`src/rtl/stack_seq.sv`:
```
// Stack push/pop sequencer for the $29 stack pointer.
// Drives register-file, ALU and memory control for one push or pop at a time.
// The memory handshake waits at most TIMEOUT cycles and then reports an error.
// All outputs are registered and decoded from the state being entered.
module stack_seq #(
  parameter int TIMEOUT = 15
) (
  input  logic       clk,
  input  logic       reset,
  input  logic       start,
  input  logic       op,
  input  logic [4:0] rt,
  input  logic       mem_ready,
  output logic [1:0] regdst_sel,
  output logic       reg_write,
  output logic       wb_sel,
  output logic [1:0] alu_sel,
  output logic       mem_read,
  output logic       mem_write,
  output logic       busy,
  output logic       done,
  output logic       err
);

  typedef enum logic [2:0] {
    S_IDLE,
    S_PUSH_SP,
    S_PUSH_MEM,
    S_POP_MEM,
    S_POP_WB,
    S_POP_SP,
    S_DONE,
    S_ERR
  } state_t;

  // Last allowed wait count: the TIMEOUT-th memory cycle without mem_ready errors out.
  localparam logic [3:0] LP_LAST_WAIT = 4'(TIMEOUT - 1);

  // Output vector: {regdst_sel, reg_write, wb_sel, alu_sel, mem_read, mem_write, busy, done, err}
  function automatic logic [10:0] f_outputs(input state_t s);
    logic [10:0] v;
    v = '0;
    case (s)
      S_IDLE:     v = 11'b00_0_0_00_0_0_0_0_0;
      S_PUSH_SP:  v = 11'b10_1_0_01_0_0_1_0_0;
      S_PUSH_MEM: v = 11'b00_0_0_00_0_1_1_0_0;
      S_POP_MEM:  v = 11'b00_0_0_00_1_0_1_0_0;
      S_POP_WB:   v = 11'b00_1_1_00_0_0_1_0_0;
      S_POP_SP:   v = 11'b10_1_0_10_0_0_1_0_0;
      S_DONE:     v = 11'b00_0_0_00_0_0_1_1_0;
      S_ERR:      v = 11'b00_0_0_00_0_0_1_0_1;
      default:    v = '0;
    endcase
    return v;
  endfunction

  state_t      r_state;
  state_t      w_next;
  logic [3:0]  r_cnt;
  logic        r_op;
  logic [4:0]  r_rt;
  logic [10:0] r_out;

  // Next-state selection; a pop into $29 skips the stack-pointer increment.
  always_comb begin
    w_next = r_state;
    case (r_state)
      S_IDLE:     if (start) w_next = op ? S_POP_MEM : S_PUSH_SP;
      S_PUSH_SP:  w_next = S_PUSH_MEM;
      S_PUSH_MEM,
      S_POP_MEM: begin
        if (mem_ready)                 w_next = r_op ? S_POP_WB : S_DONE;
        else if (r_cnt == LP_LAST_WAIT) w_next = S_ERR;
      end
      S_POP_WB:   w_next = (r_rt == 5'd29) ? S_DONE : S_POP_SP;
      S_POP_SP:   w_next = S_DONE;
      S_DONE:     w_next = S_IDLE;
      S_ERR:      w_next = S_IDLE;
      default:    w_next = S_IDLE;
    endcase
  end

  // State, wait counter, latched instruction fields and registered outputs.
  always_ff @(posedge clk or negedge reset) begin
    if (!reset) begin
      r_state <= S_IDLE;
      r_cnt   <= '0;
      r_op    <= 1'b0;
      r_rt    <= '0;
      r_out   <= '0;
    end else begin
      r_state <= w_next;
      r_out   <= f_outputs(w_next);
      if (w_next != r_state)
        r_cnt <= '0;
      else if (r_state == S_PUSH_MEM || r_state == S_POP_MEM)
        r_cnt <= r_cnt + 4'd1;
      if (r_state == S_IDLE && start) begin
        r_op <= op;
        r_rt <= rt;
      end
    end
  end

  assign {regdst_sel, reg_write, wb_sel, alu_sel, mem_read, mem_write, busy, done, err} = r_out;

endmodule

```
`config.mk`:
```
export PLATFORM = sky130hd
export DESIGN_NAME = stack_seq
export DESIGN_NICKNAME = d
export VERILOG_FILES = /design/src/rtl/stack_seq.sv
export SDC_FILE = /design/constraint.sdc
export NUM_CORES = 1
export LEC_CHECK = 0
export CELL_PAD_IN_SITES_DETAIL_PLACEMENT = 2
export CELL_PAD_IN_SITES_GLOBAL_PLACEMENT = 2
export CORE_AREA = 5 5 64 66
export DETAILED_ROUTE_END_ITERATION = 10
export DIE_AREA = 0 0 69 71
export GPL_ROUTABILITY_DRIVEN = 0
export PLACE_DENSITY_LB_ADDON = 0.1
export SLEW_MARGIN = 20
export SYNTH_ARGS = -nofsm -noshare
export SYNTH_HDL_FRONTEND = slang
export SYNTH_SLANG_ARGS = --single-unit
```
`constraint.sdc`:
```
create_clock -name clk -period 2 [get_ports clk]
set_input_delay 0.2 -clock clk [delete_from_list [all_inputs] [get_ports clk]]
set_output_delay 0.2 -clock clk [all_outputs]
set_load 0.005 [all_outputs]
```
* After elaboration in Yosys (flattened, before gate mapping)
Memories as Yosys holds them, arrays and structs flattened. A register that Yosys moved wholly into a read port is not among the register bits. Cells that the tools add are included.
Word-level totals: bits in registers 24, ROM bits 80, output and inout port bits 11, memories 1, input bits 10
Cells by class: add/sub/neg operators 1, reduce and logical (&&, ||, !) cells 7, multiplexer cells 9, equal/unequal tests 10
Memories:
- (name not given) | words 8, width 10, read ports 1, clocked after memory_dff 1, write ports 0, RTL line 43 | case (s)
Operators by type and width (count):
- 3-bit case mux with 6 select lines | 1
- 3-bit equality test, second input constant | 4
- 3-bit two-way mux | 3
- 4-bit two-way mux | 2
- 3-bit by 2-bit equality test with 1-bit output, second input constant | 2
- 2-bit two-way mux | 3
- 5-bit equality test, second input constant | 1
- 4-bit by 1-bit adder with 4-bit output, second input constant | 1
- 4-bit equality test, second input constant | 1
- 2-bit OR reduction | 2
- 3-bit by 1-bit equality test with 1-bit output, second input constant | 1
- 3-bit logical NOT | 1
- 3-bit != test | 1
- 2-bit nonzero test | 1
- 1-bit logical AND | 1
- 1-bit logical NOT | 1
- 1-bit logical OR | 1

* Depth between registers and ports, before layout
Gate-level depths: netlist (run 1).
depth after elaboration 6, mapped depth 7, gate-level depth less buffers 7

* Worst setup path after synthesis (run 1)
OpenSTA, ideal clock, no wires.
kind reg2reg, start reg r_cnt[0], end reg r_out[0], period minus slack after synthesis 1451 ps, slack 549 ps, library setup time 120 ps, cell stages (with the launch flop) 8, arrival time 1332 ps, required time 1880 ps, cells stage by stage dfrtp_1 -> inv_1 -> ha_1 -> and3_1 -> o211ai_1 -> and2_4 -> inv_1 -> and3_1
On the way: cells in the longest elaborated chain, start to end 4
Ends and longest elaborated chain:
- from (decl) | RTL line 59 | logic [3:0] r_cnt;
- from (signal assigned) | RTL line 97 | r_cnt <= r_cnt + 4'd1;
- 4-bit equality test | RTL line 73 | else if (r_cnt == LP_LAST_WAIT) w_next = S_ERR;
- 3-bit two-way mux | RTL line 73
- 3-bit two-way mux | RTL line 72 | if (mem_ready) w_next = r_op ? S_POP_WB : S_DONE;
- 3-bit case mux with 6 select lines | RTL line 67 | case (r_state)
- named net w_next[0] | RTL line 58 | state_t w_next;
- to (decl) | RTL line 62 | logic [10:0] r_out;
The timed path passes the listed nets, and every way through them passes these cells. A chain may end at the register's enable or synchronous reset.

* Worst setup path in the final report (run 1)
start reg r_state[1], end reg r_cnt[2]
On the way: cells in the longest elaborated chain, start to end 5
Ends and longest elaborated chain:
- from (decl) | RTL line 57 | state_t r_state;
- from (signal assigned) | RTL line 92 | r_state <= w_next;
- 3-bit equality test (tied with other cells) | RTL line 67
- 2-bit OR reduction (no line) (tied with other cells)
- 3-bit case mux with 6 select lines | RTL line 67
- 3-bit != test | RTL line 94 | if (w_next != r_state)
- 4-bit two-way mux or 2-bit nonzero test (tied branches)
Parallel ways exist; a longest one is shown, timed or not.

==> metrics.txt, run 1 <==
via/cell ratio between 4 and 5; Yosys reg bits 23; die area between 4000 and 5000 um2; Setup crit start r_state[1]; Initial DRT Pass Iterations 2; CTS Buf Count 3; Initial Utilization between 20% and 30%; Logic pwr share between 40% and 50%; Final Core Density 36.9%; total global-route track usage between 10 and 15%; Setup Skew 5.21 ps; slowest cell on the critical path nor4b_4; crit path time final around 1700 ps; Setup crit end kind flop; Worst-Skew Late Latency 320 ps; post-synthesis sequential area ratio 55.1%; cell area after synthesis ~1000 um2; Starting DRT DRC Count 25; hold buffer count at CTS 0; Final ANT Viol Nets 0; max incr delay on CP between 500 and 600 ps; R2R Path End r_cnt[2]; R2R depth 4; critical-path maximum fanout 8; Setup TNS 0 ps; setup violators final 0; post-synthesis average cell area roughly 12 um2; Die W roughly 69 um; post-cts gate resize count 0; CTS max path bufs 2; RSZ-0062 raised after global routing no; Yosys top cell by area dfrtp_1; Flop pwr share between 40% and 50%; Final Hold Viols 0; H-tree levels 1; Clock Tree Root clkbuf_4; first-pass GRT wire length roughly 4200 um; placed wire-length estimate ~1800 um; yosys warns 0; Gate Count Post-Synth a little under 90; post-DR wirelength/cell between 15 and 20 um; Post-CTS Setup Inserts 0; HP Class in2async; Final period util 85.9%; main area contributors after synthesis dfrtp_1 55%, mux2_2 5.4%, nor3_1 3.8%; sw frac a little under two fifths; worst path required time around 2200 ps; DR vias around 730; Finished Layout Cells 156; # IOs 21; worst-margin pin slew between 500 and 600 ps; final WL about 2400 um; pins over their slew limit 0; Synth top area share a little under three fifths; DR DRC count 0; Final nets ~120; grt ovf 0; core area roughly 3500 um2; CTS tree yes; number of global-route vias before repair approximately 900; I/O Buffers 19; RR Startpoint r_state[1]; Net Sw Power approximately 0.00066 W; Synthesized Nets 99; status completed; clock-pin slew on the worst setup and hold paths between 100 and 150 ps; Critical Path Sink r_cnt[2]; VDD IR max roughly 0.43 mV; layout cells sized above 1 17.6%; Crit Path Class reg2reg; CP Launch Type flop; CP cell instances nor4b_4, nand2_2, a31oi_2, nor3_1; antenna violations before repair 0; Inst Count DP 152; PD cells 1380 nW/um2; internal power ~0.0011 W; CP arrival approximately 1900 ps; R2R setup slack approximately 280 ps; Clock Sinks 23; area delta synth->final 24.4%; largest net degree at the start of global routing 24; FMAX slightly below 600 MHz; Clock Power Share about an eighth; # diodes 0; leakage power slightly below 0.6 nW; relative slew slack 66.2%; worst hold slack 223 ps; cell row count 22; MaxCap Viol Count 0; die height between 70 and 80 um; Synth cell types 32
## cell usage in the layout, fill, tap and decap left out
cell type and n:
dfrtp_1 23, clkdlybuf4s50_1 19, nor3_1 8, inv_1 5
mux2_2 5, and3_1 4, nor2_1 4, a21oi_1 3
o21ai_0 3, clkbuf_4 3, nand2b_1 2, o21a_1 2
nand4_1 2, o211ai_1 2, and2_4 2, xor2_1 2
ha_1 2, nand2b_4 1, or2_2 1, and2b_1 1
nor4b_4 1, nand2_2 1, or3_4 1, mux2i_1 1
nand3_2 1, o211a_1 1, nand3_1 1, a31oi_2 1
nand2_1 1, o22ai_1 1, xnor2_1 1, conb_1 1
clkinv_2 1, buf_4 1
## power by group through the flow
stage	clock network, W	registers [W]	logic (W)
floorplan	0	0.000732	0.000559
global placement	0	0.000793	0.000775
detailed placement	0	0.000802	0.000796
CTS	0.000239	0.000791	0.000804
global route	0.000257	0.000818	0.000873
finish	0.000224	0.000784	0.000779
## cells in the mapped netlist
| library cell | count |
|---|---|
| nand2_2 | 1 |
| o22ai_1 | 1 |
| nor2_1 | 4 |
| or3_4 | 1 |
| nand2b_4 | 1 |
| dfrtp_1 | 23 |
| nand3_1 | 1 |
| mux2_2 | 5 |
| a31oi_2 | 1 |
| o211a_1 | 1 |
| nor3_1 | 8 |
| xnor2_1 | 1 |
| o211ai_1 | 2 |
| buf_4 | 1 |
| nor4b_4 | 1 |
| or2_2 | 1 |
| inv_1 | 5 |
| buf_6 | 2 |
| nand3_2 | 1 |
| a21oi_1 | 3 |
| ha_1 | 2 |
| o21a_1 | 2 |
| mux2i_1 | 1 |
| nand4_1 | 2 |
| nand2b_1 | 2 |
| o21ai_0 | 3 |
| nand2_1 | 1 |
| conb_1 | 1 |
| and3_1 | 4 |
| xor2_1 | 2 |
| and2_4 | 2 |
| and2b_1 | 1 |
## logic make-up after synthesis
| kind of cell | Yosys count | share of synthesized area, % |
|---|---|---|
| xor+xnor | 3 | 2.52 |
| buf+inv | 8 | 4.67 |
| simple gates | 31 | 20.1 |
| compound gates | 13 | 8.50 |
| flops | 23 | 55.1 |
| mux | 6 | 6.35 |
| other cells | 1 | 0.359 |
| fa+ha+maj | 2 | 2.39 |
## critical path: cells and delay by family, from the launching register on
family,cells,cell delay [ps]
AOI/OAI and AO/OA,1,250
and+or+nand+nor,3,820
DFF,1,520
## worst min-delay path by stage
stage	endpoint	slack [ps]
2_1_floorplan	r_cnt[0]	-100
3_3_place_gp	r_rt[2]	500
3_5_place_dp	r_rt[0]	510
4_1_cts	r_rt[2]	240
5_1_grt	r_rt[0]	240
6_report	r_rt[2]	220
## area by class of cell
type,count,area (um2)
clock buffer,3,22.5
sequential,23,576
multi-input combinational,56,420
inverter,5,18.8
tap,48,60.1
fill,411,2220
clock inverter,1,5.00
timing repair buffer,20,198
## flip-flops by register name, summed over array words and instances (netlist names)
signal,flops
r_out,10
r_cnt,4
r_op,1
r_rt,5
r_state,3
## per-layer routing
layer | global-route usage [%] | wire length, um
met1 | 11.4 | 950
met2 | 20.7 | 1340
met3 | 2.41 | 60
met4 | 4.56 | 29
met5 | 0 | 0
## per-stage QoR
| step | cell area [um2] | setup slack [ps] | power, W |
|---|---|---|---|
| final | 1300 | 282 | 0.00179 |
| after detailed placement | 1270 | 190 | 0.00160 |
| after floorplan | 1040 | 549 | 0.00129 |
| after global routing | 1300 | 112 | 0.00195 |
| after global placement | 1270 | 292 | 0.00157 |
| after CTS | 1300 | 237 | 0.00183 |
Note: power is estimated with default switching activity, not from simulation.
==> run 2, diff against run 1 <==
Settings changed: GPL_TIMING_DRIVEN set to 0, SLEW_MARGIN 20 to not set.
==> run 2 against run 1 <==
Compared with the run above:
- maximum frequency grew 3.1%
- first-iteration DRC count decreased by 72%
- global-route usage is 0.10 points lower
- die area did not move
- utilization rose by 0.60 points
- final cell count up 1.3%
- highest routed layer unchanged
- sequential power down 6.9%
- clock power shrank 4%
- critical path type unchanged
- total power rose by 1.3%
==> metrics.txt, run 2 (synthesis gave the netlist of run 1 again) <==
Clock Tree Root clkbuf_4 (unchanged); first-pass GRT wire length 4240 um (about the same); RR Startpoint r_cnt[0] (was r_state[1]); H-tree levels 1 (unchanged); DR DRC count 0 (unchanged); die height 71 um (unchanged); number of global-route vias before repair 898 (was 897); CTS tree yes (unchanged); CTS max path bufs 2 (unchanged); most common cell after layout, fill and taps aside dfrtp_1 (unchanged); R2R setup slack 330 ps (was 280 ps); fillers 413 (was 411); core area 3520 um2 (unchanged); R2R Path End r_out[4] (was r_cnt[2]); cell row count 22 (unchanged); setup violators final 0 (unchanged); post-cts gate resize count 0 (unchanged); CP Launch Type flop (unchanged); Reg with most FFs r_out (unchanged); die area 4900 um2 (unchanged); final WL 2250 um (was 2380 um); PD cells 1370 nW/um2 (was 1380 nW/um2); Final Hold Viols 0 (unchanged); VDD IR max 0.471 mV (was 0.429 mV); placed wire-length estimate 1800 um (was 1830 um); grt ovf 0 (unchanged); hold buffer count at CTS 0 (unchanged); Setup Skew 3.78 ps (was 5.21 ps); Starting DRT DRC Count 7 (was 25); PnR worst setup slack 334 ps (was 282 ps); worst path required time 2210 ps (was 2190 ps); Final period util 83.3% (was 85.9%); R2R depth 7 (was 4); Inst Count DP 154 (was 152); DR vias 730 (was 731); CP arrival 1880 ps (was 1910 ps); CTS Buf Count 3 (unchanged); Clock Sinks 23 (unchanged); clock-pin slew on the worst setup and hold paths 120 ps (was 140 ps); layout cells sized above 1 18.2% (was 17.6%); Setup TNS 0 ps (unchanged); FMAX 600 MHz (was 582 MHz); largest net degree at the start of global routing 24 (unchanged); critical-path maximum fanout 6 (was 8); post-DR wirelength/cell 14.3 um (was 15.3 um); Finished Layout Cells 158 (was 156); max reg flops 10 (unchanged); Setup crit end kind flop (unchanged); HP Class in2async (unchanged); area delta synth->final 26.5% (was 24.4%); via/cell ratio 4.62 (was 4.69); Initial DRT Pass Iterations 3 (was 2); pins over their slew limit 0 (unchanged); status completed (unchanged); Final nets 123 (was 121); RSZ-0062 raised after global routing no (unchanged); biggest regs r_out x10, r_rt x5, r_cnt x4 (unchanged); leakage power 0.592 nW (was 0.582 nW); Initial Utilization 29.7% (unchanged); commonest cells after routing, fill and taps aside 23 x dfrtp_1, 19 x clkdlybuf4s50_1, 8 x nor3_1, 5 x inv_1, 5 x mux2_2 (unchanged); Worst-Skew Late Latency 310 ps (was 320 ps); worst hold slack 450 ps (was 223 ps); MaxCap Viol Count 0 (unchanged); worst-margin pin slew 1070 ps (was 504 ps); Die W 69 um (unchanged); # IOs 21 (unchanged); Post-CTS Setup Inserts 0 (unchanged); Place WS 151 ps (was 190 ps); # diodes 0 (unchanged); relative slew slack 28.7% (was 66.2%); crit path time final 1670 ps (was 1720 ps); I/O Buffers 19 (unchanged); antenna violations before repair 0 (unchanged); Crit Path Class reg2reg (unchanged); total global-route track usage 10.7% (was 10.8%); Final ANT Viol Nets 0 (unchanged)
==> run 2: cell types whose count changed in the layout (fill, tap and decap cells not counted) <==
| cell | previous run | this run |
|---|---|---|
| buf_6 | 0 | 2 |
| clkbuf_1 | 0 | 1 |
| clkinv_2 | 1 | 0 |
==> run 2: critical path, stage by stage, from the launching register on <==
cell      delay (ps)
dfrtp_1          430
inv_1             60
ha_1             200
and3_1           220
o211ai_1         170
and2_4           210
inv_1            100
and3_1           180
==> run 2: cell type report <==
type | count | area [um2] | share of cell area (%)
Timing Repair Buffer | 19 | 190 | 14.4
Multi-Input combinational cell | 56 | 420 | 31.8
Inverter | 5 | 18.8 | 1.42
Clock buffer | 4 | 26.3 | 1.99
Buffer | 3 | 30.0 | 2.27
Tap cell | 48 | 60.1 | 4.55
Sequential cell | 23 | 576 | 43.6
==> run 2: where the power goes <==
group	internal [W]	switching [W]	leakage (nW)	total, W
Clock	0.0000779	0.000137	0.0150	0.000215
Combinational	0.000449	0.000418	0.281	0.000866
Sequential	0.000639	0.0000915	0.295	0.000730
Total	0.00117	0.000646	0.592	0.00181
==> run 2: per-stage QoR <==
step	utilization (%)	cell area (um2)	power, W
3_3_place_gp	36.8	1290	0.00161
6_report	37.5	1320	0.00181
5_1_grt	37.5	1320	0.00199
4_1_cts	37.5	1320	0.00186
2_1_floorplan	-	1040	0.00129
3_5_place_dp	36.8	1290	0.00164
==> run 2: metal layers <==
metal | GRT usage, % | part of all wire (%)
met5 | 0 | 0
met4 | 3.25 | 1.3
met3 | 2.84 | 3.2
met2 | 20.2 | 55
met1 | 11.7 | 40
==> run 2: worst max path at each step <==
stage / slack (ps) / startpoint / endpoint
2_1_floorplan: 550 / r_cnt[0] / r_out[0]
3_3_place_gp: 220 / start / r_cnt[3]
3_5_place_dp: 150 / start / r_cnt[1]
4_1_cts: 260 / r_state[1] / r_cnt[3]
5_1_grt: 140 / r_cnt[0] / r_out[5]
6_report: 330 / r_cnt[0] / r_out[4]
